### src/rtl/fft4_pkg.sv
// -----------------------------------------------------------------------------
// fft4_pkg
// Shared types and constants for the 4-point DFT engine.
//   state_t    : engine state (LOAD, MAC, EMIT)
//   FFT_N      : transform length (4)
//   FFT_LOG2N  : counter width for sample / bin indices (2)
//   PROD_W     : complex product component width for the default widths
//   ACC_W      : accumulator component width for the default widths
//   tw_index() : twiddle exponent (k*n) mod N
// Optional build macro used by the engine: DFT4_SAT_EN (saturating output).
// -----------------------------------------------------------------------------
package fft4_pkg;

  typedef enum logic [1:0] {
    LOAD = 2'd0,
    MAC  = 2'd1,
    EMIT = 2'd2
  } state_t;

  localparam int FFT_N     = 4;
  localparam int FFT_LOG2N = 2;

  localparam int DEF_BIT_WIDTH = 4;
  localparam int DEF_W_WIDTH   = 4;

  // One extra bit for the sum of two products, two more for four terms.
  localparam int PROD_W = DEF_BIT_WIDTH + DEF_W_WIDTH + 1;
  localparam int ACC_W  = DEF_BIT_WIDTH + DEF_W_WIDTH + 3;

  // Because N is a power of two, keeping the low bits of k*n is the modulo.
  function automatic logic [FFT_LOG2N-1:0] tw_index(input logic [FFT_LOG2N-1:0] k,
                                                    input logic [FFT_LOG2N-1:0] n);
    return FFT_LOG2N'(k * n);
  endfunction

endpackage

### src/rtl/dft4_engine_cmul_4.sv
// -----------------------------------------------------------------------------
// cmul_4
// Combinational full-precision signed complex multiplier.
//   x_re, x_im   : sample components (BIT_WIDTH, signed)
//   w_re, w_im   : twiddle components (W_WIDTH, signed)
//   prod_re      : x_re*w_re - x_im*w_im (PROD_W, signed)
//   prod_im      : x_re*w_im + x_im*w_re (PROD_W, signed)
// -----------------------------------------------------------------------------
module cmul_4 #(
  parameter int BIT_WIDTH = 4,
  parameter int W_WIDTH   = 4,
  parameter int PROD_W    = BIT_WIDTH + W_WIDTH + 1
) (
  input  logic signed [BIT_WIDTH-1:0] x_re,
  input  logic signed [BIT_WIDTH-1:0] x_im,
  input  logic signed [W_WIDTH-1:0]   w_re,
  input  logic signed [W_WIDTH-1:0]   w_im,
  output logic signed [PROD_W-1:0]    prod_re,
  output logic signed [PROD_W-1:0]    prod_im
);

  // Sign-extend everything to the result width first; the true result always
  // fits in PROD_W bits, so the modular PROD_W-bit arithmetic is exact.
  logic signed [PROD_W-1:0] xr_e, xi_e, wr_e, wi_e;

  assign xr_e = {{(PROD_W-BIT_WIDTH){x_re[BIT_WIDTH-1]}}, x_re};
  assign xi_e = {{(PROD_W-BIT_WIDTH){x_im[BIT_WIDTH-1]}}, x_im};
  assign wr_e = {{(PROD_W-W_WIDTH){w_re[W_WIDTH-1]}}, w_re};
  assign wi_e = {{(PROD_W-W_WIDTH){w_im[W_WIDTH-1]}}, w_im};

  assign prod_re = xr_e * wr_e - xi_e * wi_e;
  assign prod_im = xr_e * wi_e + xi_e * wr_e;

endmodule

### src/rtl/dft4_engine.sv
// -----------------------------------------------------------------------------
// dft4_engine
// Sequential 4-point DFT: loads four complex samples, then computes each bin
// X[k] = sum_n x[n] * W^((k*n) mod 4) with one complex MAC per cycle, reading
// the twiddle from an external asynchronous ROM, and streams the bins out.
//   clk, rst_n           : clock (rising edge), asynchronous active-low reset
//   in_valid/in_ready    : sample handshake, in_re/in_im samples n=0..3
//   tw_addr              : twiddle ROM address ((k*n) mod 4, zero outside MAC)
//   tw_re/tw_im          : twiddle returned by the ROM in the same cycle
//   out_valid/out_ready  : bin handshake
//   out_re/out_im        : X[k] scaled by 2^-(W_WIDTH-1) (floor)
//   out_bin, out_last    : bin index k, high with bin 3
// Build macro DFT4_SAT_EN: saturate the scaled result to OUT_WIDTH instead of
// wrapping it.
// -----------------------------------------------------------------------------
module dft4_engine
  import fft4_pkg::*;
#(
  parameter int BIT_WIDTH = 4,
  parameter int W_WIDTH   = 4,
  parameter int TW_ADDR_W = 4,
  parameter int OUT_WIDTH = BIT_WIDTH + 2
) (
  input  logic                        clk,
  input  logic                        rst_n,
  input  logic                        in_valid,
  output logic                        in_ready,
  input  logic signed [BIT_WIDTH-1:0] in_re,
  input  logic signed [BIT_WIDTH-1:0] in_im,
  output logic [TW_ADDR_W-1:0]        tw_addr,
  input  logic signed [W_WIDTH-1:0]   tw_re,
  input  logic signed [W_WIDTH-1:0]   tw_im,
  output logic                        out_valid,
  input  logic                        out_ready,
  output logic signed [OUT_WIDTH-1:0] out_re,
  output logic signed [OUT_WIDTH-1:0] out_im,
  output logic [1:0]                  out_bin,
  output logic                        out_last
);

  // Package widths are for the default sizes; rescale for these parameters.
  localparam int PW = PROD_W + (BIT_WIDTH - DEF_BIT_WIDTH) + (W_WIDTH - DEF_W_WIDTH);
  localparam int AW = ACC_W  + (BIT_WIDTH - DEF_BIT_WIDTH) + (W_WIDTH - DEF_W_WIDTH);
  localparam logic [FFT_LOG2N-1:0] LAST_IDX = FFT_LOG2N'(FFT_N - 1);

`ifdef DFT4_SAT_EN
  localparam logic signed [AW-1:0] SAT_MAX = AW'((1 << (OUT_WIDTH - 1)) - 1);
  localparam logic signed [AW-1:0] SAT_MIN = ~SAT_MAX;
`endif

  state_t                      state_q, state_d;
  logic [FFT_LOG2N-1:0]        ld_cnt_q, ld_cnt_d;
  logic [FFT_LOG2N-1:0]        k_q, k_d;
  logic [FFT_LOG2N-1:0]        n_q, n_d;
  logic signed [BIT_WIDTH-1:0] samp_re_q [FFT_N];
  logic signed [BIT_WIDTH-1:0] samp_re_d [FFT_N];
  logic signed [BIT_WIDTH-1:0] samp_im_q [FFT_N];
  logic signed [BIT_WIDTH-1:0] samp_im_d [FFT_N];
  logic signed [AW-1:0]        acc_re_q, acc_re_d;
  logic signed [AW-1:0]        acc_im_q, acc_im_d;
  logic                        out_valid_q, out_valid_d;
  logic                        out_last_q, out_last_d;
  logic [FFT_LOG2N-1:0]        out_bin_q, out_bin_d;
  logic signed [OUT_WIDTH-1:0] out_re_q, out_re_d;
  logic signed [OUT_WIDTH-1:0] out_im_q, out_im_d;

  logic signed [PW-1:0]        prod_re, prod_im;
  logic signed [AW-1:0]        acc_sum_re, acc_sum_im;

  // Scale back from Q1.(W_WIDTH-1) twiddles; >>> on a signed value is floor.
  function automatic logic signed [OUT_WIDTH-1:0] scale(input logic signed [AW-1:0] a);
    logic signed [AW-1:0] sh;
    sh = a >>> (W_WIDTH - 1);
`ifdef DFT4_SAT_EN
    if (sh > SAT_MAX) begin
      return OUT_WIDTH'(SAT_MAX);
    end else if (sh < SAT_MIN) begin
      return OUT_WIDTH'(SAT_MIN);
    end
    return OUT_WIDTH'(sh);
`else
    return OUT_WIDTH'(sh);
`endif
  endfunction

  // Twiddle path is purely combinational: tw_addr -> ROM -> multiplier -> acc.
  cmul_4 #(
    .BIT_WIDTH (BIT_WIDTH),
    .W_WIDTH   (W_WIDTH),
    .PROD_W    (PW)
  ) u_cmul (
    .x_re    (samp_re_q[n_q]),
    .x_im    (samp_im_q[n_q]),
    .w_re    (tw_re),
    .w_im    (tw_im),
    .prod_re (prod_re),
    .prod_im (prod_im)
  );

  assign acc_sum_re = acc_re_q + {{(AW-PW){prod_re[PW-1]}}, prod_re};
  assign acc_sum_im = acc_im_q + {{(AW-PW){prod_im[PW-1]}}, prod_im};

  always_comb begin
    state_d     = state_q;
    ld_cnt_d    = ld_cnt_q;
    k_d         = k_q;
    n_d         = n_q;
    samp_re_d   = samp_re_q;
    samp_im_d   = samp_im_q;
    acc_re_d    = acc_re_q;
    acc_im_d    = acc_im_q;
    out_valid_d = out_valid_q;
    out_last_d  = out_last_q;
    out_bin_d   = out_bin_q;
    out_re_d    = out_re_q;
    out_im_d    = out_im_q;

    case (state_q)
      LOAD: begin
        if (in_valid) begin
          samp_re_d[ld_cnt_q] = in_re;
          samp_im_d[ld_cnt_q] = in_im;
          ld_cnt_d            = ld_cnt_q + FFT_LOG2N'(1);
          if (ld_cnt_q == LAST_IDX) begin
            ld_cnt_d = '0;
            k_d      = '0;
            n_d      = '0;
            acc_re_d = '0;
            acc_im_d = '0;
            state_d  = MAC;
          end
        end
      end

      MAC: begin
        acc_re_d = acc_sum_re;
        acc_im_d = acc_sum_im;
        if (n_q == LAST_IDX) begin
          // Final term lands this cycle: capture the bin straight from the sum.
          out_re_d    = scale(acc_sum_re);
          out_im_d    = scale(acc_sum_im);
          out_bin_d   = k_q;
          out_last_d  = (k_q == LAST_IDX);
          out_valid_d = 1'b1;
          state_d     = EMIT;
        end else begin
          n_d = n_q + FFT_LOG2N'(1);
        end
      end

      EMIT: begin
        if (out_ready) begin
          out_valid_d = 1'b0;
          if (k_q == LAST_IDX) begin
            state_d = LOAD;
          end else begin
            k_d      = k_q + FFT_LOG2N'(1);
            n_d      = '0;
            acc_re_d = '0;
            acc_im_d = '0;
            state_d  = MAC;
          end
        end
      end

      default: begin
        state_d = LOAD;
      end
    endcase
  end

  always_ff @(posedge clk or negedge rst_n) begin
    if (!rst_n) begin
      state_q     <= LOAD;
      ld_cnt_q    <= '0;
      k_q         <= '0;
      n_q         <= '0;
      acc_re_q    <= '0;
      acc_im_q    <= '0;
      out_valid_q <= 1'b0;
      out_last_q  <= 1'b0;
      out_bin_q   <= '0;
      out_re_q    <= '0;
      out_im_q    <= '0;
      for (int i = 0; i < FFT_N; i++) begin
        samp_re_q[i] <= '0;
        samp_im_q[i] <= '0;
      end
    end else begin
      state_q     <= state_d;
      ld_cnt_q    <= ld_cnt_d;
      k_q         <= k_d;
      n_q         <= n_d;
      acc_re_q    <= acc_re_d;
      acc_im_q    <= acc_im_d;
      out_valid_q <= out_valid_d;
      out_last_q  <= out_last_d;
      out_bin_q   <= out_bin_d;
      out_re_q    <= out_re_d;
      out_im_q    <= out_im_d;
      samp_re_q   <= samp_re_d;
      samp_im_q   <= samp_im_d;
    end
  end

  assign in_ready  = (state_q == LOAD);
  assign tw_addr   = (state_q == MAC) ? TW_ADDR_W'(tw_index(k_q, n_q)) : '0;
  assign out_valid = out_valid_q;
  assign out_last  = out_last_q;
  assign out_bin   = out_bin_q;
  assign out_re    = out_re_q;
  assign out_im    = out_im_q;

endmodule

### config.mk
export PLATFORM = sky130hd
export DESIGN_NAME = dft4_engine
export DESIGN_NICKNAME = d
export VERILOG_FILES = /design/src/rtl/fft4_pkg.sv /design/src/rtl/dft4_engine_cmul_4.sv /design/src/rtl/dft4_engine.sv
export SDC_FILE = /design/constraint.sdc
export NUM_CORES = 1
export LEC_CHECK = 0
export ABC_CLOCK_PERIOD_IN_PS = 16450
export BUFFER_PORTS_ARGS = -buffer_cell sky130_fd_sc_hd__buf_2
export CAP_MARGIN = 20
export CORE_AREA = 8 8 110 112
export CTS_CLUSTER_DIAMETER = 40
export DETAILED_ROUTE_END_ITERATION = 12
export DIE_AREA = 0 0 118 120
export GPL_ROUTABILITY_DRIVEN = 0
export HOLD_SLACK_MARGIN = 0.1
export PLACE_DENSITY = 0.86
export SKIP_LAST_GASP = 1
export SYNTH_ARGS = -nofsm -noshare
export SYNTH_HDL_FRONTEND = slang
export SYNTH_SLANG_ARGS = --single-unit
### constraint.sdc
create_clock -name clk -period 16.45 [get_ports clk]
set_input_delay 2.4675 -clock clk [delete_from_list [all_inputs] [get_ports clk]]
set_output_delay 2.4675 -clock clk [all_outputs]
set_load 0.01 [all_outputs]
==> impl_metrics.tcl, run 1 <==
set metrics [dict create \
    slew_headroom 0.399 \
    wire_per_inst_um 16.4 \
    syn_avg_cell_area_sq_um 10.5 \
    cts_setup_buffers 0 \
    fin_tns_setup_ns 0 \
    wl_mm 13.2 \
    fin_crit_sh 0.446 \
    critical_path_class "in -> reg" \
    fp.coreArea_sq_um 10500 \
    cts_max_level 3 \
    synth_top_area_frac 0.283 \
    dr.pass1.iters 4 \
    synth_cell_types 45 \
    fp.dieArea_sq_um 14200 \
    antenna_found_initial 0 \
    vias_per_cell 5.73 \
    postCtsResizedCells 0 \
    io_buffer_count 38 \
    drive_gt1_frac 0.167 \
    setup_viol 0 \
    period_needed_ns 7.34 \
    grt_max_degree 75 \
    drtIter0Drc 183 \
    detailed_place_hpwl_mm 10.6 \
    cp.arrival_ns 7.56 \
    timing.fmax_mhz 136 \
    die_x_um 118 \
    cp_max_fo 10 \
    syn-cell-area_sq_um 6540 \
    initial_core_util 0.622 \
    grt_usage 0.195 \
    cts.sinks 74 \
    slew_violations 0 \
    root_buffer "clkbuf_8" \
    critPathLaunchType "input pin" \
    ctsHoldBuffers 0 \
    io_pins 41 \
    grt_setup_unrepaired "false" \
    row_count 38 \
    cap_violations 0 \
    status "completed" \
    ys_seq_elements 74 \
    hold_path_class "reg -> reg" \
    netlist_instances 620 \
    ant_nets 0 \
    hold_viol_final 0 \
    synthArstFlopShare 1.00 \
    area_growth_pct 8.30 \
    worstMarginPinSlew_ns 0.901 \
    synth_top_area_cell "dfrtp_1" \
    cts_tree "built" \
    diodes 0 \
    synth-edff-count 0 \
    synth_ff_type "dfrtp_1" \
    fp.dieH_um 120 \
    vias 4599 \
    finalClockSkew_ns 0.0151 \
    grt_pass1_vias 4987 \
    remaining_drc_errors 0 \
    cts_made_buffers 9 \
    path_clk_slew_ns 0.08 \
    nets 804 \
    end_kind "flip-flop" \
    critPathRequiredTime_ns 16.68 \
    worstSkewPairLatency_ns 0.35 \
    grt_overflow 0 \
    yosysSeqAreaShare 0.283 \
    grt_first_pass_wirelength_mm 22.8 \
    clockBufferDepth 2 \
    yosys_warnings 0 \
    synth.area.top_cells "dfrtp_1, ha_1, fa_1" \
]
==> layout make-up <==
class / count / area (sq um)
Fill cell: 775 / 3430
Clock inverter: 6 / 88.8
Sequential cell: 74 / 1850
Clock buffer: 10 / 138
Multi-Input combinational cell: 484 / 4440
Inverter: 49 / 184
Timing Repair Buffer: 40 / 205
Tap cell: 140 / 175
==> per-layer routing <==
metal | routed length [um] | vias up | part of all wire | track usage
met2 | 6830 | 91 | 0.52 | 0.353
met4 | 329 | 0 | 0.025 | 0.0705
li1 | - | 2192 | - | -
met1 | 5500 | 2289 | 0.42 | 0.230
met3 | 493 | 27 | 0.037 | 0.0301
met5 | 0 | - | 0 | 0
==> logic make-up (layout without fill, tap and decap cells) <==
| group | Yosys count | in the layout | synth area share |
|---|---|---|---|
| multiplexers | 53 | 53 | 0.105 |
| buffers and inverters | 63 | 105 | 0.0385 |
| other | 1 | 2 | 0.000574 |
| AO/OA/AOI/OAI | 102 | 102 | 0.0991 |
| adder cells (fa/ha/maj) | 126 | 126 | 0.287 |
| flip-flops | 74 | 74 | 0.283 |
| XOR/XNOR | 53 | 53 | 0.0710 |
| AND/OR/NAND/NOR | 148 | 148 | 0.116 |
==> worst max-delay path, cell delays in order <==
cell	delay, ns
buf_2	0.21
nand2b_1	0.11
fa_1	0.52
fa_1	0.52
inv_1	0.06
fa_1	0.45
ha_1	0.25
fa_1	0.42
a21o_1	0.20
a21oi_1	0.21
xnor2_1	0.17
xnor2_1	0.14
ha_1	0.29
xor2_1	0.19
ha_1	0.20
or4_1	0.48
o22a_1	0.20
xor2_1	0.23
xnor2_1	0.15
o21ai_1	0.07
==> through the flow <==
stage / hold slack [ns] / utilization / cell area, sq um / std cells / setup WS (ns)
final: 0.483 / 0.674 / 7080 / 803 / 9.11
after global routing: 0.516 / 0.674 / 7080 / 803 / 8.83
after CTS: 0.486 / 0.673 / 7070 / 802 / 9.14
after detailed placement: 0.466 / 0.652 / 6850 / 786 / 8.77
after global placement: 0.456 / 0.652 / 6850 / 786 / 8.95
after floorplan: 0.456 / - / 6540 / 621 / 9.31
==> sequential cells by signal, summed over array words and instances, names as in the netlist, 6 cells and up <==
signal / count
out_im: 6
acc_re_q: 9
out_re: 6
samp_im_q: 16
samp_re_q: 16
acc_im_q: 9
==> final timing paths <==
check / from / slack (ns) / end / depth (start not counted)
hold / removal: out_re[0] / 0.48 / out_re[0] / 2
setup reg to reg: n_q[0] / 9.84 / out_re[5] / 21
setup / recovery: tw_im[3] / 9.11 / out_re[5] / 20
max in group asynchronous: rst_n / 13.53 / samp_im_q[3] / 2
hold reg to reg: out_re[0] / 0.48 / out_re[0] / 2
min in group asynchronous: rst_n / 2.32 / out_bin[0] / 2
==> synth_stat cells (4+ instances only) <==
master,instances
dfrtp_1,74
nor2_1,24
xnor2_1,39
mux4_2,8
a21o_1,14
o21bai_1,4
buf_2,6
a211oi_1,4
xor2_1,14
and2_1,37
nor3_1,5
ha_1,86
nand2b_1,14
a22o_1,9
fa_1,40
nand2_1,44
mux2_2,44
and3_1,7
a21oi_1,29
clkbuf_1,6
o21ai_0,17
o21ai_1,10
inv_1,48
nor2b_1,6
==> cells in the final DEF, fill, tap and decap left out, types with 29 or more instances in the layout <==
cell type / Yosys / routed
nand2_1: 44 / 44
mux2_2: 44 / 44
a21oi_1: 29 / 29
inv_1: 48 / 48
xnor2_1: 39 / 39
dfrtp_1: 74 / 74
fa_1: 40 / 40
buf_2: 6 / 38
and2_1: 37 / 37
ha_1: 86 / 86
Power of run 1 is left out: the tool's default activity adds up to more than one toggle a clock period on the data nets, which glitch-free logic cannot reach.
==> inputs of run 2 (changes only) <==
Settings changed: ABC_AREA from default to 1, ABC_CLOCK_PERIOD_IN_PS 16450 to 7050, CORE_AREA 8 8 110 112 to 8 8 114 116, DIE_AREA 0 0 118 120 to 0 0 122 124, PLACE_DENSITY 0.86 to 0.83.
Clock period 16.45 ns to 7.05 ns, I/O delays scaled along.
==> run 2 against run 1 <==
Against the previous run: synthesized cell count rose by 36%; worst setup slack got worse by 8.1 ns; final cell count rose by 28%; via count rose by 21%; routed wire length rose by 14%; sequential share of layout area fell by 1.1 points; core utilization fell by 1.1 points; highest routed layer unchanged.
==> impl_metrics.tcl, run 2 <==
set metrics [dict create \
    pre_cts_ws_ns 0.991 \
    critical_path_class "reg -> reg" \
    grt_max_degree 75 \
    dr.pass1.iters 4 \
    cp_top_family "adder cells" \
    synth_top_area_cell "dfrtp_1" \
    ctsHoldBuffers 0 \
    path_buf_inv 3 \
    fin_tns_setup_ns 0 \
    finalClockSkew_ns 0.00740 \
    cts.sinks 74 \
    critPathRequiredTime_ns 7.28 \
    grt_overflow 0 \
    met3WireLength_um 702 \
    cp_max_fo 20 \
    reg2reg_from "n_q[0]" \
    area_growth_pct 8.21 \
    status "completed" \
    cts_tree "built" \
    hold_path_class "reg -> reg" \
    cp.depth 25 \
    synth-edff-count 0 \
    timing.fmax_mhz 165 \
    synthArstFlopShare 1.00 \
    critical_path.reg2reg.endpoint "out_re[5]" \
    cp_slowest_cell "dfrtp_1" \
    mostFrequentLayoutCells "nand2_1, inv_1, ha_1" \
    end_kind "flip-flop" \
    path_clk_slew_ns 0.06 \
    grt_setup_unrepaired "false" \
    postCtsResizedCells 0 \
    io_buffer_count 38 \
    ant_nets 0 \
    regToRegSetupSlack_ns 0.99 \
    drtIter0Drc 418 \
    setup_viol 0 \
    fp.dieArea_sq_um 15100 \
    detailed_place_hpwl_mm 11.3 \
    vias_per_cell 5.44 \
    diodes 0 \
    vias 5584 \
    synth.area.top_cells "dfrtp_1, ha_1, fa_1" \
    wire_per_inst_um 14.6 \
    r2r_cells 25 \
    row_count 39 \
    initial_core_util 0.612 \
    placed_cells 1011 \
    crit_end "out_re[5]" \
    die_x_um 122 \
    fp.dieH_um 124 \
    top_regs "samp_im_q (16), samp_re_q (16)" \
    critPathLaunchType "flip-flop" \
    netlist_instances 846 \
    ys_seq_elements 74 \
    synth_top_area_frac 0.271 \
    placed_cell_area_sq_um 7100 \
    worstMarginPinSlew_ns 0.925 \
    io_pins 41 \
    synth_commonest_cells "nand2_1, inv_1, ha_1, dfrtp_1, nand3_1" \
    hold_viol_final 0 \
    root_buffer "clkbuf_16" \
    grt_pass1_vias 5659 \
    fin_area_sq_um 7410 \
    yosysSeqAreaShare 0.271 \
    period_needed_ns 6.06 \
    worstSkewPairLatency_ns 0.34 \
    slowest_delay_ns 0.75 \
    final_common_cell "nand2_1" \
    cts_made_buffers 9 \
    cp.arrival_ns 6.29 \
    cts_max_level 3 \
    syn-cell-area_sq_um 6840 \
    nFillCells 915 \
    yosys_warnings 0 \
    cts_setup_buffers 0 \
    grt_usage 0.213 \
    fin_cells 1027 \
    multiInputGateArea_sq_um 4410 \
    synth_cell_types 40 \
    yosysMostFrequentCell "nand2_1" \
    cp-startpoint "n_q[0]" \
    fp.coreArea_sq_um 11200 \
    clockBufferDepth 2 \
    slew_violations 0 \
    syn_avg_cell_area_sq_um 8.09 \
    drive_gt1_frac 0.0894 \
    fin_crit_sh 0.860 \
    seq_area_sq_um 1850 \
    cap_violations 0 \
    grt_first_pass_wirelength_mm 25.8 \
    nets 1025 \
    met1Wirelength_mm 6.74 \
    antenna_found_initial 0 \
    remaining_drc_errors 0 \
    synth_ff_type "dfrtp_1" \
    highest_layer "met4" \
    crit_top_cell "nand2_1" \
    wl_met2_mm 7.27 \
    final.setup.worst_slack_ns 0.988 \
    wl_mm 15.0 \
    slew_headroom 0.384 \
]
[run 2: cell count changes after synthesis, moves of 8 or more]
| cell | previous run | this run |
|---|---|---|
| o21ai_0 | 17 | 60 |
| mux4_2 | 8 | 0 |
| and2_1 | 37 | 0 |
| a21o_1 | 14 | 0 |
| xor2_1 | 14 | 25 |
| nand2b_1 | 14 | 0 |
| nand2_1 | 44 | 209 |
| inv_1 | 48 | 119 |
| nand3_1 | 0 | 63 |
| mux2_2 | 44 | 0 |
| nor2_1 | 24 | 52 |
| xnor2_1 | 39 | 18 |
[run 2: tightest hold or removal path, stage by stage, from the launching register on]
cell	delay [ns]
dfrtp_1	0.33
nand2_1	0.05
nand2_1	0.06
[run 2: cell families after synthesis]
kind of cell	after synthesis	synth area share
simple gates	353	0.225
xor+xnor	46	0.0622
other cells	1	0.000548
flops	74	0.271
fa+ha+maj	126	0.274
buf+inv	142	0.0863
compound gates	104	0.0814
[run 2: layout make-up]
cell class,instances,area share
clock inverters,6,0.00895
repair buffers,38,0.0260
flip-flops and latches,74,0.250
well taps,143,0.0242
multi-input cells,631,0.595
clock buffers,10,0.0323
inverters,125,0.0637
[run 2: routing by layer]
layer,vias to the layer above,track usage
li1,2773,-
met1,2638,0.272
met2,145,0.359
met3,28,0.0345
met4,0,0.0732
met5,-,0
[run 2: worst min path at each step]
stage            startpoint           end  cells after the start
2_1_floorplan  samp_re_q[8]  samp_re_q[8]                      2
3_3_place_gp      out_im[4]     out_im[4]                      2
3_5_place_dp      out_im[4]     out_im[4]                      2
4_1_cts           out_im[2]     out_im[2]                      2
5_1_grt        samp_re_q[4]  samp_re_q[4]                      2
6_report          out_im[2]     out_im[2]                      2
[run 2: stage by stage]
| step | utilization | hold slack [ns] |
|---|---|---|
| detailed placement | 0.635 | 0.461 |
| finish | 0.663 | 0.472 |
| global placement | 0.635 | 0.458 |
| global route | 0.663 | 0.505 |
| floorplan | - | 0.453 |
| CTS | 0.663 | 0.476 |
Power of run 2 is left out for the same reason.
